==> src/rtl/ifu_fetch_queue_if.sv <==
// Handshake bundle between the fetch queue, instruction memory, the redirect source and decode.
// The master modport is the fetch queue's own view of the bundle.
interface ifu_fetch_queue_if #(
  parameter int unsigned XLEN  = 64,
  parameter int unsigned ILEN  = 32,
  parameter int unsigned DEPTH = 4
);
  localparam int unsigned CntW = $clog2(DEPTH) + 1;

  logic            redirect_valid;
  logic [XLEN-1:0] redirect_pc;
  logic            imem_req_valid;
  logic [XLEN-1:0] imem_req_addr;
  logic            imem_req_ready;
  logic            imem_resp_valid;
  logic [ILEN-1:0] imem_resp_inst;
  logic            out_valid;
  logic [ILEN-1:0] out_inst;
  logic [XLEN-1:0] out_pc;
  logic            out_ready;
  logic [CntW-1:0] occupancy;

  modport master (
    input  redirect_valid, redirect_pc, imem_req_ready, imem_resp_valid, imem_resp_inst,
           out_ready,
    output imem_req_valid, imem_req_addr, out_valid, out_inst, out_pc, occupancy
  );

  modport slave (
    output redirect_valid, redirect_pc, imem_req_ready, imem_resp_valid, imem_resp_inst,
           out_ready,
    input  imem_req_valid, imem_req_addr, out_valid, out_inst, out_pc, occupancy
  );
endinterface

==> src/rtl/ifu_fetch_queue.sv <==
// Decoupled fetch front-end: credit-limited sequential imem requests, in-order response FIFO
// tagged with PCs, and redirect handling that discards responses still in flight.
module ifu_fetch_queue #(
  parameter int unsigned    XLEN      = 64,
  parameter int unsigned    ILEN      = 32,
  parameter int unsigned    DEPTH     = 4,
  parameter int unsigned    MAX_OUTST = 2,
  parameter logic [XLEN-1:0] RESET_PC = 64'h8000_0000
) (
  input logic                clk,
  input logic                rst,
  ifu_fetch_queue_if.master  bus
);
  localparam int unsigned PtrW = $clog2(DEPTH);
  localparam int unsigned CntW = PtrW + 1;

  typedef logic [CntW-1:0] cnt_t;
  typedef logic [CntW:0]   sum_t;

  logic [XLEN-1:0] fetch_pc_q, fetch_pc_d, resp_pc_q, resp_pc_d;
  logic [PtrW-1:0] wr_ptr_q, wr_ptr_d, rd_ptr_q, rd_ptr_d;
  cnt_t            occ_q, occ_d, outst_q, outst_d, drop_q, drop_d;

  logic [ILEN-1:0] inst_mem [DEPTH];
  logic [XLEN-1:0] pc_mem   [DEPTH];

  logic            credit_ok, req_fire, resp_fire, drop_resp, push, pop;
  sum_t            inflight_sum;
  logic [XLEN-1:0] redirect_base;

  always_comb begin
    inflight_sum  = sum_t'(occ_q) + sum_t'(outst_q);
    credit_ok     = (outst_q < cnt_t'(MAX_OUTST)) && (inflight_sum < sum_t'(DEPTH));
    redirect_base = bus.redirect_pc & ~XLEN'(3);
    // Gating with rst keeps the request low while reset is held.
    bus.imem_req_valid = rst && !bus.redirect_valid && credit_ok;
    bus.imem_req_addr  = fetch_pc_q;
    req_fire  = bus.imem_req_valid && bus.imem_req_ready;
    resp_fire = bus.imem_resp_valid;
    drop_resp = drop_q != '0;
    push      = resp_fire && !bus.redirect_valid && !drop_resp;
    pop       = (occ_q != '0) && bus.out_ready && !bus.redirect_valid;
  end

  always_comb begin
    fetch_pc_d = fetch_pc_q;
    resp_pc_d  = resp_pc_q;
    wr_ptr_d   = wr_ptr_q;
    rd_ptr_d   = rd_ptr_q;
    occ_d      = occ_q;
    outst_d    = outst_q + cnt_t'(req_fire) - cnt_t'(resp_fire);
    drop_d     = drop_q;
    if (bus.redirect_valid) begin
      fetch_pc_d = redirect_base;
      resp_pc_d  = redirect_base;
      wr_ptr_d   = '0;
      rd_ptr_d   = '0;
      occ_d      = '0;
      // Every request still in flight after this cycle is stale.
      drop_d     = outst_q - cnt_t'(resp_fire);
    end else begin
      if (req_fire) fetch_pc_d = fetch_pc_q + XLEN'(4);
      if (push) begin
        resp_pc_d = resp_pc_q + XLEN'(4);
        wr_ptr_d  = wr_ptr_q + PtrW'(1);
      end
      if (pop) rd_ptr_d = rd_ptr_q + PtrW'(1);
      occ_d = occ_q + cnt_t'(push) - cnt_t'(pop);
      if (resp_fire && drop_resp) drop_d = drop_q - cnt_t'(1);
    end
  end

  always_ff @(posedge clk or negedge rst) begin
    if (!rst) begin
      fetch_pc_q <= RESET_PC;
      resp_pc_q  <= RESET_PC;
      wr_ptr_q   <= '0;
      rd_ptr_q   <= '0;
      occ_q      <= '0;
      outst_q    <= '0;
      drop_q     <= '0;
    end else begin
      fetch_pc_q <= fetch_pc_d;
      resp_pc_q  <= resp_pc_d;
      wr_ptr_q   <= wr_ptr_d;
      rd_ptr_q   <= rd_ptr_d;
      occ_q      <= occ_d;
      outst_q    <= outst_d;
      drop_q     <= drop_d;
    end
  end

  always_ff @(posedge clk) begin
    if (push) begin
      inst_mem[wr_ptr_q] <= bus.imem_resp_inst;
      pc_mem[wr_ptr_q]   <= resp_pc_q;
    end
  end

  assign bus.out_valid = occ_q != '0;
  assign bus.out_inst  = bus.out_valid ? inst_mem[rd_ptr_q] : '0;
  assign bus.out_pc    = bus.out_valid ? pc_mem[rd_ptr_q] : '0;
  assign bus.occupancy = occ_q;

  // Last popped PC, kept only to check PC continuity across pops.
  logic [XLEN-1:0] last_pc_q;
  logic            last_vld_q;

  always_ff @(posedge clk or negedge rst) begin
    if (!rst) begin
      last_pc_q  <= '0;
      last_vld_q <= 1'b0;
    end else if (bus.redirect_valid) begin
      last_vld_q <= 1'b0;
    end else if (pop) begin
      last_pc_q  <= bus.out_pc;
      last_vld_q <= 1'b1;
    end
  end

  a_credit: assert property (@(posedge clk) disable iff (!rst) inflight_sum <= sum_t'(DEPTH));
  a_drop: assert property (@(posedge clk) disable iff (!rst) drop_q <= outst_q);
  a_no_overflow: assert property (@(posedge clk) disable iff (!rst)
    !(push && occ_q == cnt_t'(DEPTH)));
  a_resp_has_req: assert property (@(posedge clk) disable iff (!rst)
    !(resp_fire && outst_q == '0));
  a_pc_seq: assert property (@(posedge clk) disable iff (!rst)
    (pop && last_vld_q) |-> (bus.out_pc == last_pc_q + XLEN'(4)));
endmodule

==> src/flat_wrapper.sv <==
// flat-port wrapper written by rule: the top's interface ports become plain ports
module ifu_fetch_queue_flat 
#(
  parameter int unsigned    XLEN      = 64,
  parameter int unsigned    ILEN      = 32,
  parameter int unsigned    DEPTH     = 4,
  parameter int unsigned    MAX_OUTST = 2,
  parameter logic [XLEN-1:0] RESET_PC = 64'h8000_0000
)
  (clk, rst, bus_redirect_valid, bus_redirect_pc, bus_imem_req_ready, bus_imem_resp_valid, bus_imem_resp_inst, bus_out_ready, bus_imem_req_valid, bus_imem_req_addr, bus_out_valid, bus_out_inst, bus_out_pc, bus_occupancy);
  ifu_fetch_queue_if #(.XLEN(XLEN), .ILEN(ILEN), .DEPTH(DEPTH)) bus_i ();
  input logic clk;
  input logic rst;
  input wire logic [$bits(bus_i.redirect_valid)-1:0] bus_redirect_valid;
  input wire logic [$bits(bus_i.redirect_pc)-1:0] bus_redirect_pc;
  input wire logic [$bits(bus_i.imem_req_ready)-1:0] bus_imem_req_ready;
  input wire logic [$bits(bus_i.imem_resp_valid)-1:0] bus_imem_resp_valid;
  input wire logic [$bits(bus_i.imem_resp_inst)-1:0] bus_imem_resp_inst;
  input wire logic [$bits(bus_i.out_ready)-1:0] bus_out_ready;
  output wire logic [$bits(bus_i.imem_req_valid)-1:0] bus_imem_req_valid;
  output wire logic [$bits(bus_i.imem_req_addr)-1:0] bus_imem_req_addr;
  output wire logic [$bits(bus_i.out_valid)-1:0] bus_out_valid;
  output wire logic [$bits(bus_i.out_inst)-1:0] bus_out_inst;
  output wire logic [$bits(bus_i.out_pc)-1:0] bus_out_pc;
  output wire logic [$bits(bus_i.occupancy)-1:0] bus_occupancy;
  assign bus_i.redirect_valid = bus_redirect_valid;
  assign bus_i.redirect_pc = bus_redirect_pc;
  assign bus_i.imem_req_ready = bus_imem_req_ready;
  assign bus_i.imem_resp_valid = bus_imem_resp_valid;
  assign bus_i.imem_resp_inst = bus_imem_resp_inst;
  assign bus_i.out_ready = bus_out_ready;
  assign bus_imem_req_valid = bus_i.imem_req_valid;
  assign bus_imem_req_addr = bus_i.imem_req_addr;
  assign bus_out_valid = bus_i.out_valid;
  assign bus_out_inst = bus_i.out_inst;
  assign bus_out_pc = bus_i.out_pc;
  assign bus_occupancy = bus_i.occupancy;
  ifu_fetch_queue #(.XLEN(XLEN), .ILEN(ILEN), .DEPTH(DEPTH), .MAX_OUTST(MAX_OUTST), .RESET_PC(RESET_PC)) u_core (.clk(clk), .rst(rst), .bus(bus_i));
endmodule
==> config.mk <==
export PLATFORM = sky130hd
export DESIGN_NAME = ifu_fetch_queue_flat
export DESIGN_NICKNAME = d
export VERILOG_FILES = /design/src/rtl/ifu_fetch_queue_if.sv /design/src/rtl/ifu_fetch_queue.sv /design/src/flat_wrapper.sv
export SDC_FILE = /design/constraint.sdc
export NUM_CORES = 1
export LEC_CHECK = 0
export CORE_MARGIN = 1
export CORE_UTILIZATION = 45
export DETAILED_ROUTE_END_ITERATION = 7
export HOLD_SLACK_MARGIN = 0.06
export PLACE_DENSITY_LB_ADDON = 0.05
export SLEW_MARGIN = 20
export SYNTH_ARGS = -nofsm -noshare
export SYNTH_HDL_FRONTEND = slang
export SYNTH_SLANG_ARGS = --single-unit
==> constraint.sdc <==
create_clock -name clk -period 4.5 [get_ports clk]
set_input_delay 0.9 -clock clk [delete_from_list [all_inputs] [get_ports clk]]
set_output_delay 0.9 -clock clk [all_outputs]
set_load 0.005 [all_outputs]
# Word level (Yosys, flattened, before mapping)
# Memories as Yosys holds them, arrays and structs flattened.
# Index checks and enable logic that the tools add are counted.
# Widths: inputs -> output; s select.
# word_totals
regBits	141
ramBits	384
input_bits	102
elab_cells	54
memories	2
# memory_table
name	depth	word_bits	rd	rd_ports_with_merged_regs	write_ports	line_no	rtl
u_core.pc_mem	4	64	1	0	1	ifu_fetch_queue.sv:25	logic [XLEN-1:0] pc_mem [DEPTH];
u_core.inst_mem	4	32	1	0	1	ifu_fetch_queue.sv:24	logic [ILEN-1:0] inst_mem [DEPTH];
# classes
addsub	11
magnitude_cmp	2
muxes	15
n_reduce_logical	17
# ops
op	count
$mux 64	5
$add 64x3->64 const B	2
$mux 32	1
$logic_and 1x1->1	9
$mux 3	3
$sub 3x1->3	3
$mux 2	4
$reduce_bool 2->1	4
$add 3x1->3	2
$reduce_bool 3->1	2
$add 2x1->2 const B	2
$add 3x3->4	1
$lt 4x3->1 const B	1
$lt 3x2->1 const B	1
$sub 3x1->3 const B	1
$logic_not 1->1	2
$mux 1	2

# Logic depth before layout (Yosys ltp)
# Gate-level depths: netlist of run 1.
# logic_depth
word_depth	7
mapped_depth	12

# Least setup slack after synthesis of run 1
# OpenSTA, ideal clock, no wires.
# synth_timing
kind	input to register
from	in bus_imem_resp_valid
to	mem u_core.inst_mem[0][0], enable pin
arrival_ns	3.767
setup_slack_ns	0.269
path_stages	4
n_path_buf	2
path_cell_list	and3b_1 -> clkbuf_1 -> clkbuf_1 -> and3_1
# synth_via
elab_chain_len	4
# synth_lines
element	line_no	rtl
start: declaration	flat_wrapper.sv:17	input wire logic [$bits(bus_i.imem_resp_valid)-1:0] bus_imem_resp_valid;
$logic_and 1x1->1 (2 in series)	ifu_fetch_queue.sv:41	push = resp_fire && !bus.redirect_valid && !drop_resp;
$mux 1	ifu_fetch_queue.sv:94	if (push) begin
$mux 1 (not written as such)	ifu_fetch_queue.sv:95	inst_mem[wr_ptr_q] <= bus.imem_resp_inst;
end: declaration	ifu_fetch_queue.sv:24	
# Every way passes these cells.

# Final worst setup path of run 1
# layout_timing
from	reg u_core.rd_ptr_q[0]
to	out bus_out_pc[44]
# layout_via
elab_chain_len	2
# layout_lines
element	line_no	rtl
start: declaration	ifu_fetch_queue.sv:21	logic [PtrW-1:0] wr_ptr_q, wr_ptr_d, rd_ptr_q, rd_ptr_d;
start signal: assignment	ifu_fetch_queue.sv:86	rd_ptr_q <= rd_ptr_d;
$mem_v2 4x64	n/a	
$mux 64	ifu_fetch_queue.sv:102	assign bus.out_pc = bus.out_valid ? pc_mem[rd_ptr_q] : '0;
end: declaration	flat_wrapper.sv:24	output wire logic [$bits(bus_i.out_pc)-1:0] bus_out_pc;
# Every way passes these cells.

==> impl_metrics.tcl, run 1 <==
set metrics [dict create \
    stdcell_area_mm2 0.0275 \
    yosysUniqueCellTypes 61 \
    drt-total-wl_um 57200 \
    setup_viol 0 \
    die_width_um 224 \
    crit_fanout 22 \
    final.setup_skew_ns 0.0102 \
    die_y_um 224 \
    cts_tree "done" \
    syn_area_per_cell_um2 14.8 \
    switchingPower_mw 3.67 \
    ios 267 \
    syn-cell-area_mm2 0.0222 \
    wl_per_cell_um 23.0 \
    fin_crit_sh 0.851 \
    p_comb_frac 0.262 \
    hold_viol 0 \
    path_class "flip-flop to output port" \
    cts_max_path_buffers 3 \
    slew_headroom 0.314 \
    worst_pin_slew_ns 1.02 \
    htree_levels 2 \
    hpwlAfterDp_um 37100 \
    cts.repair.resized 0 \
    p_int_mw 9.97 \
    synth-async-reset-ratio 0.267 \
    area.sequential_mm2 0.0147 \
    cts.sinks 513 \
    crit_required_ns 3.60 \
    nNetsFinal 1897 \
    status "completed" \
    power.density_mw_per_mm2 497 \
    synth-seq-cells 513 \
    antenna_found_initial 0 \
    cts_hold_buf 0 \
    ys_seq_area_frac 0.662 \
    grt_usage 0.231 \
    pwr-share-clk 0.316 \
    synth_commonest_cells "edfxtp_1 (376), nand2_1 (137), dfrtp_1 (135)" \
    switching_share 0.269 \
    critPathLaunchType "flip-flop" \
    firstDrtPassIters 5 \
    drc 0 \
    fillers 4053 \
    syn_inst 1506 \
    multi_input_area_mm2 0.00713 \
    clockRootBuffer "clkbuf_16" \
    ant_nets 0 \
    drive_gt1_frac 0.138 \
    path_clk_slew_ns 0.06 \
    timing.final.crit_period_ns 3.83 \
    grt_pass1_wl_um 87200 \
    synthTopCellsByArea "edfxtp_1 (51%), dfrtp_1 (15%), mux4_2 (9.5%)" \
    synth_edf_count 376 \
    seq_power_share 0.422 \
    ys.warnings.count 0 \
    fmax_mhz 261 \
    die_area_mm2 0.0503 \
    io_buffer_count 260 \
    cts_buffers 53 \
    synth_top_area_cell "edfxtp_1" \
    drt_iter0_drc 856 \
    p_leak_nw 9.38 \
    synth_top_area_frac 0.508 \
    clock_latency_ns 0.60 \
    gp_congestion 0.842 \
    dpl_cell_area_mm2 0.0257 \
    synth_most_common_cell "edfxtp_1" \
    crit_arrival_ns 2.93 \
    ys.flop_type "edfxtp_1" \
    slew_viol_final 0 \
    grt_pass1_vias 14086 \
    worstHoldPathType "input pin to asynchronous set/reset pin" \
    num_rows 81 \
    max_cap_viol_count 0 \
    grt_overflow 0 \
    synthToLayoutAreaGrowth_pct 23.5 \
    via_per_inst 5.61 \
    grt_max_degree 95 \
    setup_tns_ns 0 \
    coreArea_mm2 0.0488 \
    start_util 0.455 \
    ir_worst_vdd_uv 311 \
    rsz0062_at_grt "no" \
    end_kind "output port" \
    cts_setup_buffers 0 \
    vias 13935 \
]
layout by cell type (no fill, tap or decap), drive strengths merged, types with 46 or more instances in the layout:
master | netlist | final
nand2 | 137 | 137
clkdlybuf4s50 | 0 | 258
o21ai | 87 | 87
nand4 | 46 | 46
dfrtp | 135 | 135
and2 | 107 | 107
nand3 | 59 | 59
clkbuf | 60 | 83
edfxtp | 376 | 376
mux4 | 94 | 94
xor2 | 48 | 48
worst paths after layout:
| path | startpoint | end | slack [ns] | depth (start not counted) |
|---|---|---|---|---|
| max | u_core.rd_ptr_q[0] | bus_out_pc[44] | 0.67 | 4 |
| min | rst | u_core.resp_pc_q[13] | 0.11 | 1 |
| max reg2reg | u_core.bus.occupancy[2] | u_core.bus.imem_req_addr[60] | 1.52 | 7 |
| min reg2reg | u_core.bus.imem_req_addr[31] | u_core.bus.imem_req_addr[31] | 0.55 | 2 |
| max in group asynchronous | rst | u_core.rd_ptr_q[1] | 3.22 | 2 |
| min in group clk | u_core.bus.imem_req_addr[31] | u_core.bus.imem_req_addr[31] | 0.55 | 2 |
worst max-delay path: stages (launching register included):
cell             delay, ns
dfrtp_4               0.72
buf_4                 0.39
mux4_2                0.59
and2_1                0.18
clkdlybuf4s50_1       0.44
area by class of cell:
| type | instances | share of cell area |
|---|---|---|
| antenna | 1 | 0.0000911 |
| clock buffer | 83 | 0.0572 |
| clock inverter | 17 | 0.00561 |
| inverter | 20 | 0.00273 |
| multi-input combinational | 893 | 0.260 |
| sequential | 513 | 0.537 |
| tap | 664 | 0.0303 |
| timing repair buffer | 295 | 0.108 |
power by group through the flow:
stage	clock network, mW	registers (mW)	logic [mW]
5_1_grt	4.57	5.81	3.92
6_report	4.31	5.76	3.57
4_1_cts	4.42	5.76	3.68
2_1_floorplan	0	5.70	1.81
3_3_place_gp	0	5.84	3.64
3_5_place_dp	0	5.86	3.65
kinds of logic after synthesis:
family / after synthesis / share of synthesized area
other: 1 / 0.000169
buffers and inverters: 103 / 0.0186
AOI/OAI and AO/OA: 176 / 0.0493
muxes: 115 / 0.106
DFF: 513 / 0.662
and+or+nand+nor: 498 / 0.121
xor gates and xnor gates: 81 / 0.0319
adders and majority gates: 19 / 0.0114
registers in the layout, summed over array words and instances (netlist names):
signal,count
u_core.resp_pc_q,62
u_core.bus.imem_req_addr,62
u_core.drop_q,3
u_core.inst_mem,128
u_core.rd_ptr_q,2
u_core.bus.occupancy,3
u_core.wr_ptr_q,2
u_core.outst_q,3
u_core.pc_mem,248
routing by layer:
metal  wire length, um  vias to the layer above  track usage
met5                 0                        -            0
met4              1260                        0       0.0628
met3              3230                       77       0.0481
met2             27700                      375        0.374
met1             25000                     7190        0.320
li1                  -                     6293            -
stage by stage:
step	hold WS [ns]	total power, mW	setup WS [ns]	std cells	util
finish	0.114	13.6	0.670	2486	0.562
global route	0.0869	14.3	0.497	2485	0.562
CTS	0.0766	13.9	0.547	2485	0.562
detailed placement	0.538	9.50	0.973	2385	0.527
global placement	0.527	9.48	0.994	2385	0.527
floorplan	0.494	7.51	0.269	1509	-
Note: power is estimated with default switching activity, not from simulation.
==> run 2: changes to the inputs <==
Settings changed: ABC_CLOCK_PERIOD_IN_PS set to 4500, GPL_TIMING_DRIVEN set to 1.
==> results of run 2 <==
Final layout, timing and power as in run 1 (identical DEF).
